<file path="src/rtl/ed_round_monitor.sv">
// Bounds an error-distance evaluation round to ROUND samples, then captures the total and divides it serially to get the mean.
// Latency: res_valid rises ACC_W+1 edges after the final sample is accepted. Backpressure: result held until res_valid && res_ready.
module ed_round_monitor #(
    parameter int ROUND = 102400,
    parameter int CNT_W = 17,
    parameter int ACC_W = 148,
    parameter bit CONT  = 1'b0
) (
    input  logic             clk,
    input  logic             reset,
    input  logic             start,
    input  logic [ACC_W-1:0] acc_in,
    output logic             sample_ready,
    output logic             ed_reset,
    output logic             busy,
    output logic             res_valid,
    input  logic             res_ready,
    output logic [ACC_W-1:0] total_o,
    output logic [ACC_W-1:0] mean_o,
    output logic             ovf_o
);
    localparam int BIT_W = (ACC_W > 1) ? $clog2(ACC_W) : 1;
    localparam logic [CNT_W-1:0] LAST    = CNT_W'(ROUND - 1);
    localparam logic [ACC_W:0]   DIVISOR = (ACC_W + 1)'(ROUND);

    typedef enum logic [2:0] {IDLE, CLEAR, RUN, CAPTURE, DIVIDE, REPORT} state_t;

    state_t           state_q;
    logic [CNT_W-1:0] count_q;
    logic [ACC_W-1:0] prev_q;
    logic             ovf_q;
    logic [ACC_W-1:0] total_q;
    logic [ACC_W-1:0] mean_q;
    logic [ACC_W-1:0] quot_q;
    logic [ACC_W-1:0] rem_q;
    logic [BIT_W-1:0] bit_q;
    logic             sample_ready_q;
    logic             ed_reset_q;
    logic             busy_q;
    logic             res_valid_q;

    logic [ACC_W:0]   rem_sh;
    logic [ACC_W:0]   diff;
    logic             ge;
    logic [ACC_W-1:0] rem_d;
    logic [ACC_W-1:0] quot_d;
    logic             wrap;

    // Restoring step: the borrow out of the trial subtraction decides the quotient bit.
    always_comb begin
        rem_sh = {rem_q, quot_q[ACC_W-1]};
        diff   = rem_sh - DIVISOR;
        ge     = ~diff[ACC_W];
        rem_d  = ge ? diff[ACC_W-1:0] : rem_sh[ACC_W-1:0];
        quot_d = {quot_q[ACC_W-2:0], ge};
        wrap   = (acc_in < prev_q);
    end

    always_ff @(posedge clk or negedge reset) begin
        if (!reset) begin
            state_q        <= IDLE;
            count_q        <= '0;
            prev_q         <= '0;
            ovf_q          <= 1'b0;
            total_q        <= '0;
            mean_q         <= '0;
            quot_q         <= '0;
            rem_q          <= '0;
            bit_q          <= '0;
            sample_ready_q <= 1'b0;
            ed_reset_q     <= 1'b0;
            busy_q         <= 1'b0;
            res_valid_q    <= 1'b0;
        end else begin
            case (state_q)
                IDLE: begin
                    if (start) begin
                        state_q    <= CLEAR;
                        ed_reset_q <= 1'b1;
                        busy_q     <= 1'b1;
                    end
                end
                CLEAR: begin
                    ed_reset_q     <= 1'b0;
                    count_q        <= '0;
                    prev_q         <= '0;
                    ovf_q          <= 1'b0;
                    sample_ready_q <= 1'b1;
                    state_q        <= RUN;
                end
                RUN: begin
                    count_q <= count_q + 1'b1;
                    prev_q  <= acc_in;
                    if (wrap) ovf_q <= 1'b1;
                    if (count_q == LAST) begin
                        sample_ready_q <= 1'b0;
                        state_q        <= CAPTURE;
                    end
                end
                CAPTURE: begin
                    total_q <= acc_in;
                    quot_q  <= acc_in;
                    rem_q   <= '0;
                    bit_q   <= BIT_W'(ACC_W - 1);
                    prev_q  <= acc_in;
                    if (wrap) ovf_q <= 1'b1;
                    state_q <= DIVIDE;
                end
                DIVIDE: begin
                    quot_q <= quot_d;
                    rem_q  <= rem_d;
                    bit_q  <= bit_q - 1'b1;
                    if (bit_q == '0) begin
                        mean_q      <= quot_d;
                        res_valid_q <= 1'b1;
                        state_q     <= REPORT;
                    end
                end
                REPORT: begin
                    if (res_ready) begin
                        res_valid_q <= 1'b0;
                        if (CONT) begin
                            ed_reset_q <= 1'b1;
                            state_q    <= CLEAR;
                        end else begin
                            busy_q  <= 1'b0;
                            state_q <= IDLE;
                        end
                    end
                end
                default: begin
                    state_q        <= IDLE;
                    busy_q         <= 1'b0;
                    sample_ready_q <= 1'b0;
                    ed_reset_q     <= 1'b0;
                    res_valid_q    <= 1'b0;
                end
            endcase
        end
    end

    assign sample_ready = sample_ready_q;
    assign ed_reset     = ed_reset_q;
    assign busy         = busy_q;
    assign res_valid    = res_valid_q;
    assign total_o      = total_q;
    assign mean_o       = mean_q;
    assign ovf_o        = ovf_q;
endmodule

</file>
<file path="config.mk">
export PLATFORM = sky130hd
export DESIGN_NAME = ed_round_monitor
export DESIGN_NICKNAME = d
export VERILOG_FILES = /design/src/rtl/ed_round_monitor.sv
export SDC_FILE = /design/constraint.sdc
export NUM_CORES = 2
export LEC_CHECK = 0
export CORE_MARGIN = 5
export CORE_UTILIZATION = 60
export CTS_BUF_LIST = sky130_fd_sc_hd__clkbuf_2 sky130_fd_sc_hd__clkbuf_4 sky130_fd_sc_hd__clkbuf_8
export DETAILED_ROUTE_END_ITERATION = 8
export PLACE_DENSITY = 0.85
export SYNTH_ARGS = -nofsm -noshare
export SYNTH_HDL_FRONTEND = slang
export SYNTH_SLANG_ARGS = --single-unit
</file>
<file path="constraint.sdc">
create_clock -name clk -period 9.1 [get_ports clk]
set_input_delay 2.275 -clock clk [delete_from_list [all_inputs] [get_ports clk]]
set_output_delay 2.275 -clock clk [all_outputs]
set_load 0.01 [all_outputs]
</file>
# Word level (Yosys, flattened, before mapping)
# Cells that the tools add are included.
# op_classes
n_bitwise,5
reduce_logical,17
order_cmp,1
mux,21
n_eq_ne,11
add_sub_neg,3
# op_table
op,n
$pmux 148 s2,3
$sub 149x17->149 const B,1
$lt 148x148->1,1
$mux 148,1
$pmux 17 s2,1
$pmux 3 s6,1
$add 17x1->17 const B,1
$eq 17x17->1 const B,1
$pmux 8 s2,1
$reduce_or 4->1,4
$mux 3,4
$pmux 1 s3,3
$logic_not 8->1,1
$ne 2x2->1 const B,4
$reduce_and 2->1,4
$sub 8x1->8 const B,1
$eq 3x2->1 const B,2
$eq 3x3->1 const B,2
$reduce_and 3->1,2
$reduce_bool 2->1,3
$mux 1,5
$not 1->1,5
$pmux 1 s2,2
$reduce_and 4->1,1
other kinds (4),4
# word_totals
register_bits,773
inputBits,152
out_inout_bits,301
elab_cells,71

# Longest topological paths before layout
# logic_depth
depth_word,4
mapped_depth,13

# Worst setup path before layout
# No wires, ideal clock.
# synth_path
kind,input -> register
startpoint,input port acc_in[34]
endpoint,"register ovf_q, in the netlist ovf_o"
slack_ps,5164
arrival_time_ps,3798
stages,7
required_time_ps,8962
setup_ps,138
path_cell_list,ha_1 > nand4_1 > or4_1 > a311oi_1 > nor3_1 > o31ai_1 > a311oi_1
# synth_between
elab_chain_cells,3
# synth_rtl
element,line,source
start: declaration,12,"input logic [ACC_W-1:0] acc_in,"
$lt 148x148->1,56,wrap = (acc_in < prev_q);
$ne 2x1->1 (no line),-,
$reduce_and 2->1 (no line),-,
end signal: assignment,64,ovf_q <= 1'b0;
end signal: assignment,87,ovf_q <= 1'b0;
end signal: assignment,94,if (wrap) ovf_q <= 1'b1;
end: declaration,31,logic ovf_q;
# No other way between the ends.
# A chain may end at the register's enable or synchronous reset.

# Worst setup path in the final report
# layout_path
startpoint,register state_q[0]
endpoint,register quot_q[66]
# layout_between
elab_chain_cells,2
word_cells_on_any_way,4
classes_between,eq/ne: 2; mux: 1; reduce/logical: 1
# layout_rtl
element,line,source
start: declaration,28,state_t state_q;
start signal: assignment,61,state_q <= IDLE;
start signal: assignment,78,state_q <= CLEAR;
start signal: assignment,89,state_q <= RUN;
$eq 3x3->1 / $eq 3x2->1 (equally long branches),75,case (state_q)
$pmux 148 s2 / $reduce_bool 2->1 (equally long branches),-,
end signal: assignment,102,quot_q <= acc_in;
end signal: assignment,110,quot_q <= quot_d;
end: declaration,34,logic [ACC_W-1:0] quot_q;
# Parallel ways exist; a longest one is shown, timed or not.

==> flow_summary_export.csv <==
group,metric,value,unit
setup_path,worstPathBufferInverterCount,2,
global_routing,first_global_vias,30373,
yosys,commonest_register_cell_after_synthesis,"dfrtp_1",
yosys,post_synth_instance_area,36200,µm²
clocking,numClockSinks,773,
die,row_count,90,
drt,vias,30498,
placement,gpl.final_weighted_congestion,0.920,
sta,worst_pin_slew,1200,ps
yosys,synth_seq_cells,773,
power,swShare,42.9,%
power,power_density,382,nW/µm²
yosys,yosysTopAreaCell,"dfrtp_1",
setup_path,critPathArrivalTime,5390,ps
setup_path,timing.critical_path.mode_cell,"buf_4",
die,die_x,256,µm
setup_path,end_kind,"register",
drt,detail-route-antenna-nets,0,
die,start_util,60.3,%
sta,timing.final.max_slew_violations,0,
sta,final.setup.tns,0,ps
run_status,outcome,"finished clean",
power,clockPowerShare,19.7,%
clocking,root_buffer,"clkbuf_8",
drt,routed_wire_length_per_instance,22.0,µm
power,sequential_group_share_of_total_power,35.1,%
drt,drtIter0Drc,3385,
sta,slew_headroom,19.5,%
placement,hpwlAfterDp,68800,µm
die,core-area,60000,µm²
setup_path,crit_path_max_fanout,87,
global_routing,antenna_found_initial,4,
global_routing,grt_max_degree,161,
sta,finClkSkew,41.5,ps
sta,timing.final.setup_violations,0,
drt,via_per_inst,6.27,
finish,post_route_cells_drive_above_1_share,10.5,%
finish,fillCellCount,4029,
clocking,htree_levels,4,
yosys,netlist_instances,3599,
yosys,synthArstFlopShare,100,%
setup_path,timing.critical_path.cells,"nor2b_1 -> nand2_4 -> o21ai_4 -> buf_4 -> buf_4 -> o22ai_1 -> a21oi_1",
die,design.die.area,65400,µm²
drt,routed-wl-met3,9320,µm
clocking,resized_gates_after_cts,0,
placement,port_buffers,452,
yosys,register_area_share_after_synthesis,53.4,%
drt,wl_met2,50200,µm
clocking,cts_inserted_buffers,131,
clocking,clock_insertion_delay_at_the_later_pin_of_the_skew_report,790,ps
clocking,clk_pin_slew_worst_paths,60,ps
sta,min_period_over_period,51.6,%
min_path,timing.hold.worst.class,"register to register",
clocking,cts_setup_buffers,0,
clocking,cts-root-to-sink-buffers,3,
setup_path,critical-path-slowest-cell,"dfrtp_4",
drt,drc_violations_left,0,
finish,syn2layout_area_growth,21.5,%
drt,detailedRoute.firstPassIterationCount,6,
sta,post-route-min-period,4700,ps
global_routing,overflow_after_grt,0,
finish,final_common_cell,"dfrtp_1",
die,pin_count,453,
power,leakagePower,19.8,nW
yosys,number_of_enable_flip_flop_cells_after_synthesis,0,
drt,topRoutingLayerUsed,"met5",
setup_path,worst_setup_path_start_kind,"register",
clocking,cts_hold_repair.buffers,0,
yosys,yosys-top-cells-area,"dfrtp_1 53%, nand2_1 6.8%, ha_1 5.2%, o22ai_1 5.1%, mux2_2 4.6%",
setup_path,cp.required,9790,ps
drt,totalWireLength,107000,µm
finish,post-route-util,73.3,%
setup_path,crit_family,"buffers and inverters",
sta,grt_setup_unrepaired,"false",
power,post-layout-total-power,16.8,mW
yosys,syn-num-nets,3902,
sta,hold_violations_final,0,
setup_path,timing_worst_setup_path_type,"register to register",
yosys,yosysUniqueCellTypes,66,
power,total_switching_power,7.22,mW
finish,nets,4292,
clocking,cts_tree,"done",
yosys,ys.warnings.count,0,
sta,fmax,213,MHz
yosys,post_synth.cell_area_avg,10.1,µm²
global_routing,global_route.usage.total,32.0,%
finish,final_cell_mix,"771 x dfrtp_1, 656 x nand2_1, 451 x clkdlybuf4s50_1, 298 x o22ai_1, 209 x a21oi_1",
yosys,synth.top_cell.area_share,53.4,%
power,peakVddDrop,0.000332,V
setup_path,cpPeakStageDelay,1180,ps
power,power_report.internal_total,9.61,mW
die,die_height,256,µm
global_routing,grt_pass1_wl,170000,µm
power,combPwrFrac,45.2,%
flow_run,maxCapViolCount,0,
drt,routedLengthMet1,42700,µm
==> power groups by stage <==
| stage | clock network [mW] | logic (mW) | registers, mW |
|---|---|---|---|
| 6_report | 3.31 | 7.60 | 5.92 |
| 5_1_grt | 3.51 | 8.35 | 6.06 |
| 4_1_cts | 3.35 | 7.52 | 5.86 |
| 3_5_place_dp | 0 | 7.44 | 5.87 |
| 3_3_place_gp | 0 | 7.19 | 5.84 |
| 2_1_floorplan | 0 | 5.02 | 5.66 |
==> Yosys cell counts, types with 16 or more instances <==
| cell | n |
|---|---|
| a21oi_1 | 209 |
| inv_1 | 159 |
| clkbuf_1 | 205 |
| a22o_1 | 163 |
| nor3_1 | 59 |
| nand4_1 | 59 |
| a21o_1 | 22 |
| dfrtp_1 | 773 |
| mux2_2 | 149 |
| nor2_1 | 99 |
| nand2_1 | 659 |
| or3_1 | 16 |
| o22ai_1 | 298 |
| ha_1 | 151 |
| nor4_1 | 35 |
| o21ai_0 | 179 |
| or4_1 | 20 |
| xnor2_1 | 48 |
| nand3_1 | 52 |
| xor2_1 | 75 |
==> sequential cells by signal, summed over array words and instances, names as in the netlist <==
register and flops:
mean_o 148, prev_q 148, quot_q 148, rem_q 148, total_o 148, count_q 17
bit_q 8, state_q 3, busy 1, ed_reset 1, ovf_o 1, res_valid 1
sample_ready 1
==> layer usage <==
| metal | track usage [%] | up-vias |
|---|---|---|
| li1 | - | 13641 |
| met1 | 42.9 | 15170 |
| met2 | 49.6 | 1393 |
| met3 | 8.55 | 292 |
| met4 | 13.9 | 2 |
| met5 | 0 | - |
==> cell families after synthesis <==
logic type	Yosys count	share of synthesized area, %
fa+ha+maj	151	5.22
buf+inv	382	3.98
compound gates	930	16.1
simple gates	1082	13.4
xor+xnor	123	2.97
mux	158	4.88
flops	773	53.4
==> through the flow <==
stage	cells	hold slack [ps]	setup WS [ps]	cell area (µm²)
6_report	4866	472	4400	44000
5_1_grt	4866	495	4160	44000
4_1_cts	4863	475	4470	44000
3_5_place_dp	4638	462	3920	41200
3_3_place_gp	4638	457	3860	41200
2_1_floorplan	3599	451	5160	36200
==> final cells by class <==
class                      instances  area (µm²)  area share (%)
antenna                            3        7.51          0.0171
inverter                         160         601            1.36
clock buffer                     199        2480            5.63
sequential                       773       19400            44.0
tap                              782         978            2.22
timing repair buffer             479        4780            10.9
multi-input combinational       2444       15500            35.3
clock inverter                    26         298           0.677
==> path summary, 6_finish.rpt <==
check / startpoint / end / slack (ps) / depth (start not counted)
worst max-delay path: state_q[0] / quot_q[66] / 4400 / 7
worst min-delay path: total_o[76] / total_o[76] / 470 / 2
min in group asynchronous: reset / rem_q[102] / 1580 / 1
worst max register to register: state_q[0] / quot_q[66] / 4400 / 7
max in group asynchronous: reset / prev_q[43] / 5750 / 3
worst min register to register: total_o[76] / total_o[76] / 470 / 2
==> worst min-delay path: cells and delay by family (launching register included) <==
family,cells,cell delay (ps)
AND/OR/NAND/NOR,2,100
flip-flops,1,340
No activity file was read; power rests on OpenSTA's default activity.
